[config.mk]
export PLATFORM = sky130hd
export DESIGN_NAME = regfile_dump_ctrl
export DESIGN_NICKNAME = d
export VERILOG_FILES = /design/src/rtl/regfile_dump_ctrl_pkg.sv /design/src/rtl/regfile_dump_ctrl_hs_out_reg.sv /design/src/rtl/regfile_dump_ctrl.sv
export SDC_FILE = /design/constraint.sdc
export NUM_CORES = 1
export LEC_CHECK = 0
export ABC_CLOCK_PERIOD_IN_PS = 1790
export BUFFER_PORTS_ARGS = -buffer_cell sky130_fd_sc_hd__buf_2
export CORE_UTILIZATION = 44
export CTS_BUF_LIST = sky130_fd_sc_hd__clkbuf_8
export DETAILED_ROUTE_END_ITERATION = 6
export GPL_TIMING_DRIVEN = 1
export PLACE_DENSITY_LB_ADDON = 0.3
export RECOVER_POWER = 25
export SYNTH_ARGS = -nofsm -noshare
export SYNTH_HDL_FRONTEND = slang
export SYNTH_SLANG_ARGS = --single-unit
[constraint.sdc]
create_clock -name clk -period 1.79 [get_ports clk]
set_input_delay 0.358 -clock clk [delete_from_list [all_inputs] [get_ports clk]]
set_output_delay 0.358 -clock clk [all_outputs]
set_load 0.02 [all_outputs]
[src/rtl/regfile_dump_ctrl_pkg.sv]
// Shared register-file definitions used by the dump controller and other
// register-file clients: index width, data width and dump state encoding.
package regfile_dump_ctrl_pkg;

    localparam int REG_ADDR_W = 5;
    localparam int XLEN       = 32;

    typedef enum logic [1:0] {
        IDLE = 2'd0,
        READ = 2'd1,
        SEND = 2'd2,
        DONE = 2'd3
    } dump_state_e;

endpackage

[src/rtl/regfile_dump_ctrl_hs_out_reg.sv]
// Holding register for the streamed (index, value) pair; loaded once per
// register and kept stable until the FSM reloads it for the next one.
module hs_out_reg
    import regfile_dump_ctrl_pkg::*;
(
    input  logic                  clk,
    input  logic                  rst,
    input  logic                  load,
    input  logic [REG_ADDR_W-1:0] load_idx,
    input  logic [XLEN-1:0]       load_data,
    output logic [REG_ADDR_W-1:0] idx,
    output logic [XLEN-1:0]       data
);

    always_ff @(posedge clk or posedge rst) begin
        if (rst) begin
            idx  <= '0;
            data <= '0;
        end else if (load) begin
            idx  <= load_idx;
            data <= load_data;
        end
    end

endmodule

[src/rtl/regfile_dump_ctrl.sv]
// Debug initiator that walks registers FIRST_REG..LAST_REG through a shared
// read port and streams (index, value) pairs while stalling core writes.
module regfile_dump_ctrl
    import regfile_dump_ctrl_pkg::*;
#(
    parameter int FIRST_REG = 0,
    parameter int LAST_REG  = 31
) (
    input  logic                  clk,
    input  logic                  rst,
    input  logic                  start,
    input  logic                  abort,
    output logic                  stall_req,
    output logic [REG_ADDR_W-1:0] rf_addr,
    input  logic [XLEN-1:0]       rf_data,
    output logic                  out_valid,
    input  logic                  out_ready,
    output logic [REG_ADDR_W-1:0] out_idx,
    output logic [XLEN-1:0]       out_data,
    output logic                  busy,
    output logic                  done
);

    localparam int MAX_REG = (1 << REG_ADDR_W) - 1;
    localparam logic [REG_ADDR_W-1:0] FIRST_A = REG_ADDR_W'(FIRST_REG);
    localparam logic [REG_ADDR_W-1:0] LAST_A  = REG_ADDR_W'(LAST_REG);

    generate
        if (FIRST_REG < 0 || LAST_REG > MAX_REG || LAST_REG < FIRST_REG) begin : g_bad_range
            $error("regfile_dump_ctrl: register range %0d..%0d is invalid", FIRST_REG, LAST_REG);
        end
    endgenerate

    dump_state_e           state, state_nxt;
    logic [REG_ADDR_W-1:0] addr, addr_nxt;
    logic                  load;

    always_ff @(posedge clk or posedge rst) begin
        if (rst) begin
            state <= IDLE;
            addr  <= FIRST_A;
        end else begin
            state <= state_nxt;
            addr  <= addr_nxt;
        end
    end

    // abort is tested ahead of every other transition, so a pair being
    // handshaken in the same cycle is dropped rather than delivered
    always_comb begin
        state_nxt = state;
        addr_nxt  = addr;
        load      = 1'b0;
        out_valid = 1'b0;
        busy      = 1'b1;
        stall_req = 1'b0;
        done      = 1'b0;
        case (state)
            IDLE: begin
                busy = 1'b0;
                if (start && !abort) begin
                    state_nxt = READ;
                    addr_nxt  = FIRST_A;
                end
            end
            READ: begin
                stall_req = 1'b1;
                if (abort) begin
                    state_nxt = IDLE;
                end else begin
                    load      = 1'b1;
                    state_nxt = SEND;
                end
            end
            SEND: begin
                stall_req = 1'b1;
                out_valid = 1'b1;
                if (abort) begin
                    state_nxt = IDLE;
                end else if (out_ready) begin
                    if (addr == LAST_A) begin
                        state_nxt = DONE;
                    end else begin
                        addr_nxt  = addr + 1'b1;
                        state_nxt = READ;
                    end
                end
            end
            DONE: begin
                done      = 1'b1;
                state_nxt = IDLE;
            end
            default: state_nxt = IDLE;
        endcase
    end

    assign rf_addr = addr;

    hs_out_reg u_out_reg (
        .clk       (clk),
        .rst       (rst),
        .load      (load),
        .load_idx  (addr),
        .load_data (rf_data),
        .idx       (out_idx),
        .data      (out_data)
    );

endmodule

After elaboration in Yosys (flattened, before gate mapping) --
Cells that the tools add are included. Widths: inputs -> output; s select.
Word-level totals: register bits after elaboration 44
Operators by class: reduce and logical (&&, ||, !) cells 7, $add $sub $neg 1, multiplexer cells 17, equal/unequal tests 9
Operators with widths (count):
- $mux 5 | 4
- $mux 2 | 5
- $pmux 5 s2 | 1
- $ne 2x2->1 const B | 4
- $pmux 2 s4 | 1
- $mux 1 | 6
- $add 5x1->5 const B | 1
- $eq 5x5->1 const B | 1
- $reduce_and 5->1 | 1
- $eq 2x2->1 const B | 2
- $ne 3x3->1 const B | 1
- $eq 2x1->1 const B | 1
- $logic_not 2->1 | 1
- $reduce_and 2->1 | 1
- $reduce_bool 2->1 | 1
- $reduce_or 2->1 | 1
- $logic_and 1x1->1 | 1
- $logic_not 1->1 | 1

Logic depth before layout (Yosys ltp) --
depth after elaboration 5, depth in mapped cells 6, depth with buffers taken out 6

Hierarchy --
Synthesis repeated with hierarchy kept, for this count alone.
Unflattened totals: cells, all modules 136, area total of the unflattened synthesis 2094.5 µm²
Modules (own cells, without submodules):
- hs_out_reg | area an instance 1530.2 µm², cells an instance 79, times used 1
- regfile_dump_ctrl | area an instance 564.3 µm², cells an instance 57, times used 1

Worst setup path after synthesis --
OpenSTA, ideal clock, no wires.
kind register -> register, start reg addr[0] (netlist: rf_addr[0]), end reg addr[0] (netlist: rf_addr[0]), path slack -221 ps, arrival time 1883 ps, clock period less this slack 2011 ps, cell stages (with the launch flop) 7, required time 1662 ps, path buffers 0, cells stage by stage dfrtp_1 -> ha_1 -> and3_1 -> ha_1 -> nand2b_1 -> a211oi_4 -> mux2_1
On the way: longest elaborated chain between the ends 5, elaborated cells between the ends (all ways) 8, classes of those cells 1 x add/sub; 2 x eq/ne; 4 x mux; 1 x reduce/logical
RTL lines:
- start, declared | RTL line regfile_dump_ctrl.sv:35 | logic [REG_ADDR_W-1:0] addr, addr_nxt;
- start signal, assigned | RTL line regfile_dump_ctrl.sv:44 | addr <= addr_nxt;
- $add 5x1->5 | RTL line regfile_dump_ctrl.sv:84 | addr_nxt = addr + 1'b1;
- $mux 5 | RTL line regfile_dump_ctrl.sv:81 | if (addr == LAST_A) begin
- $mux 5 | RTL line regfile_dump_ctrl.sv:80 | end else if (out_ready) begin
- $mux 5 | RTL line regfile_dump_ctrl.sv:78 | if (abort) begin
- $pmux 5 s2 | RTL line regfile_dump_ctrl.sv:58 | case (state)
Several ways; a longest one is shown, not always the timed one. The select of a mux whose other input is x is not followed. A chain may end at the register's enable or synchronous reset.

Final worst setup path --
start reg addr[1] (netlist: rf_addr[1]), end reg addr[0] (netlist: rf_addr[0])
On the way: longest elaborated chain between the ends 3
RTL lines (RTL line):
- $eq 5x5->1 | regfile_dump_ctrl.sv:81
- $ne 2x2->1 (no source line)
- $reduce_and 5->1 (no source line)
No other way between the ends.

==> qor.json <==
{
  "cts.htree.levels": 2,
  "worstSkewPairLatency_ns": 0.29,
  "drtIter0Drc": 53,
  "post_layout_nonfiller_instances": 276,
  "cts_buffers": 5,
  "detail-route-antenna-nets": 0,
  "synth_fp_nets": 176,
  "buffers_and_inverters_on_the_worst_path": 0,
  "setup.reg_to_reg.worst_slack_ns": 0.03,
  "report.final.setup_viol": 0,
  "worst_pin_slew_ns": 0.971,
  "worst_setup_hold_path_clk_slew_ns": 0.08,
  "grt_pass1_wl_um": 5570,
  "grt_start_max_net_pins": 28,
  "fin_area_um2": 2580,
  "crit-reg2reg-launch": "rf_addr[1]$_DFFE_PP0P_",
  "critical-path-max-stage-delay_ns": 0.44,
  "final_max_slew_violation_count": 0,
  "synth_edf_count": 0,
  "grt_antenna_before_repair": 0,
  "status": "completed",
  "detail_route.first_pass.iterations": 2,
  "die_height_um": 67.6,
  "design.final.nets": 269,
  "post_route_cells_drive_above_1_share_pct": 65.0,
  "yosys-mux-area-fraction_pct": 23.5,
  "synth_simple_gate_area_share_pct": 6.27,
  "crit_path_end_kind": "flip-flop",
  "cell_area_placed_um2": 2470,
  "reg2reg_path_depth": 6,
  "floorplan.core_area_um2": 4060,
  "die-width_um": 67.6,
  "skew_ns": 0.00385,
  "seq_area_frac_synth_pct": 58.1,
  "final_period_minus_worst_setup_slack_ns": 1.76,
  "critPathSlowestCell": "sky130_fd_sc_hd__dfrtp_2",
  "worstHoldPathType": "in2async",
  "final.period_utilization_pct": 98.2,
  "floorplan.die_area_um2": 4570,
  "slew-limit-headroom_pct": 35.2,
  "design.portCount": 83,
  "power_share_of_the_combinational_group_pct": 46.3,
  "synth_area_leaders": "sky130_fd_sc_hd__dfrtp_1 (58%), sky130_fd_sc_hd__mux2_2 (21%), sky130_fd_sc_hd__ha_1 (4.6%)",
  "p_total_w": 0.00435,
  "cap_violations": 0,
  "grt_usage_pct": 17.1,
  "cp_cell_sequence": "ha_4, and3_4, ha_4, nand2b_4, a211oi_4, mux2_4",
  "rsz0062_at_grt": "true",
  "worst_ir_drop_vdd_v": 0.000849,
  "syn-mean-instance-area_um2": 14.4,
  "clock-sinks": 44,
  "synth_top_area_cell": "sky130_fd_sc_hd__dfrtp_1",
  "synth_async_sr_flop_share_pct": 100,
  "crit_top_cell": "sky130_fd_sc_hd__ha_4",
  "critical_path.startpoint_type": "flip-flop",
  "layout.filler_cells": 343,
  "synth_compound_area_share_pct": 4.29,
  "synth.top_cell.area_share_pct": 58.1,
  "initial_core_utilization_pct": 46.7,
  "worst_hold_margin_ns": 0.281,
  "port_buffers": 82,
  "multi_input_area_um2": 782,
  "route.vias.total": 1356,
  "drt_wl_total_um": 3670,
  "remaining_design_rule_violation_count": 0,
  "yosys-top-cells-count": "sky130_fd_sc_hd__dfrtp_1 (44), sky130_fd_sc_hd__mux2_2 (35), sky130_fd_sc_hd__ha_1 (7), sky130_fd_sc_hd__inv_1 (7)",
  "criticalPathCategory": "reg2reg",
  "cp_data_arrival_time_ns": 1.94,
  "detail_route.vias_per_cell": 4.91,
  "post_synth_instance_area_um2": 1900,
  "dp.cells": 266,
  "power.share.switching_pct": 37.5,
  "pleak_nw": 1.29,
  "dp_hpwl_um": 2760,
  "intPower_w": 0.00272,
  "syn_to_final_growth_pct": 36.2,
  "power_switching_w": 0.00163,
  "yosysWarnings": 0,
  "yosys_register_bits": 44,
  "post_synth_num_cell_types": 25,
  "power_per_cell_area_nw_per_um2": 1690,
  "fmaxAchievable_mhz": 569,
  "overflow": 0,
  "grt_pass1_vias": 1210,
  "worst_path_dominant_cell_family": "flip-flops",
  "max_buffers_root_to_sink": 2,
  "ctsRootBufferMaster": "sky130_fd_sc_hd__clkbuf_8",
  "route.detailed.wl_per_inst_um": 13.3,
  "globalplace.congestion": 0.737,
  "netlist_instances": 132,
  "cts_tree": "built",
  "synth_adder_area_share_pct": 4.62,
  "most_frequent_cell_after_synthesis": "sky130_fd_sc_hd__dfrtp_1",
  "r2r-end": "rf_addr[0]$_DFFE_PP0P_",
  "antenna-diode-count": 0,
  "seq_power_share_pct": 36.9,
  "cp_max_fo": 4,
  "hold_violations": 0,
  "ys_dominant_reg_cell": "sky130_fd_sc_hd__dfrtp_1",
  "share_clk_of_total_power_pct": 16.8,
  "worst_ep_required_time_ns": 1.97,
  "main_combinational_cell_family_by_area_after_synthesis": "multiplexers",
  "placementRows": 23,
  "synth_xor_area_share_pct": 0,
  "final.setup.tns_ns": 0,
  "layout.area.seq_um2": 1100
}
==> layout by cell type (no fill, tap or decap), types with 2 or more instances in the layout <==
master,n
sky130_fd_sc_hd__ha_2,2
sky130_fd_sc_hd__o21ai_0,5
sky130_fd_sc_hd__dfrtp_1,42
sky130_fd_sc_hd__inv_1,7
sky130_fd_sc_hd__nand2b_4,2
sky130_fd_sc_hd__ha_1,3
sky130_fd_sc_hd__ha_4,2
sky130_fd_sc_hd__clkbuf_8,5
sky130_fd_sc_hd__dfrtp_2,2
sky130_fd_sc_hd__mux2i_1,4
sky130_fd_sc_hd__buf_2,82
sky130_fd_sc_hd__mux2_2,35
sky130_fd_sc_hd__buf_12,2
sky130_fd_sc_hd__nand2_1,5
sky130_fd_sc_hd__buf_4,6
sky130_fd_sc_hd__nor2b_1,3
==> metal layers <==
metal | vias to the layer above | GRT usage (%) | part of all wire (%)
met5 | - | 0 | 0
met4 | 0 | 6.38 | 1.1
met3 | 5 | 7.26 | 7.2
met2 | 50 | 27.0 | 48
met1 | 656 | 20.5 | 43
li1 | 645 | - | -
==> power by group through the flow <==
| stage | Combinational [W] | Sequential [W] | Clock [W] |
|---|---|---|---|
| floorplan | 0.000822 | 0.00214 | 0 |
| global placement | 0.00200 | 0.00160 | 0 |
| detailed placement | 0.00203 | 0.00163 | 0 |
| CTS | 0.00204 | 0.00161 | 0.000751 |
| global route | 0.00219 | 0.00167 | 0.000797 |
| finish | 0.00202 | 0.00161 | 0.000729 |
==> repair_timing <==
action	in CTS	in global routing
hold buffers	0	0
gates resized for setup	0	2
setup buffers	0	2
endpoints found under the hold margin	0	0
endpoints found under the setup margin	0	4
==> layout make-up <==
class / count / share of cell area [%]
tap: 50 / 2.42
timing repair buffer: 91 / 19.4
clock buffer: 5 / 2.66
clock inverter: 3 / 1.50
sequential: 44 / 42.7
multi-input combinational: 76 / 30.3
inverter: 7 / 1.02
==> state kept, by name, summed over array words and instances (netlist names) <==
signal	flops
state	2
u_out_reg.idx	5
u_out_reg.data	32
rf_addr	5
==> how the worst max path moves through the flow <==
stage | from | to | cells after the start
final | rf_addr[1]$_DFFE_PP0P_ | rf_addr[0]$_DFFE_PP0P_ | 6
after global routing | rf_addr[1]$_DFFE_PP0P_ | rf_addr[1]$_DFFE_PP0P_ | 7
after CTS | rf_addr[1]$_DFFE_PP0P_ | rf_addr[0]$_DFFE_PP0P_ | 6
after detailed placement | rf_addr[1]$_DFFE_PP0P_ | rf_addr[0]$_DFFE_PP0P_ | 6
after global placement | rf_addr[1]$_DFFE_PP0P_ | rf_addr[0]$_DFFE_PP0P_ | 6
after floorplan | rf_addr[0]$_DFFE_PP0P_ | rf_addr[0]$_DFFE_PP0P_ | 6
==> cells by family (layout without fill, tap and decap cells) <==
group,count (synthesis),count (layout)
adder cells (fa/ha/maj),7,7
buffers and inverters,12,106
AND/OR/NAND/NOR,19,19
flip-flops,44,44
AO/OA/AOI/OAI,10,10
multiplexers,40,40
==> metrics by stage <==
stage,setup slack (ns),utilization [%]
after floorplan,-0.0248,-
after global placement,0.0717,60.9
after detailed placement,0.0426,60.9
after CTS,0.0252,63.6
after global routing,-0.0423,63.6
final,0.0331,63.6
(Power assumes the default switching activity.)
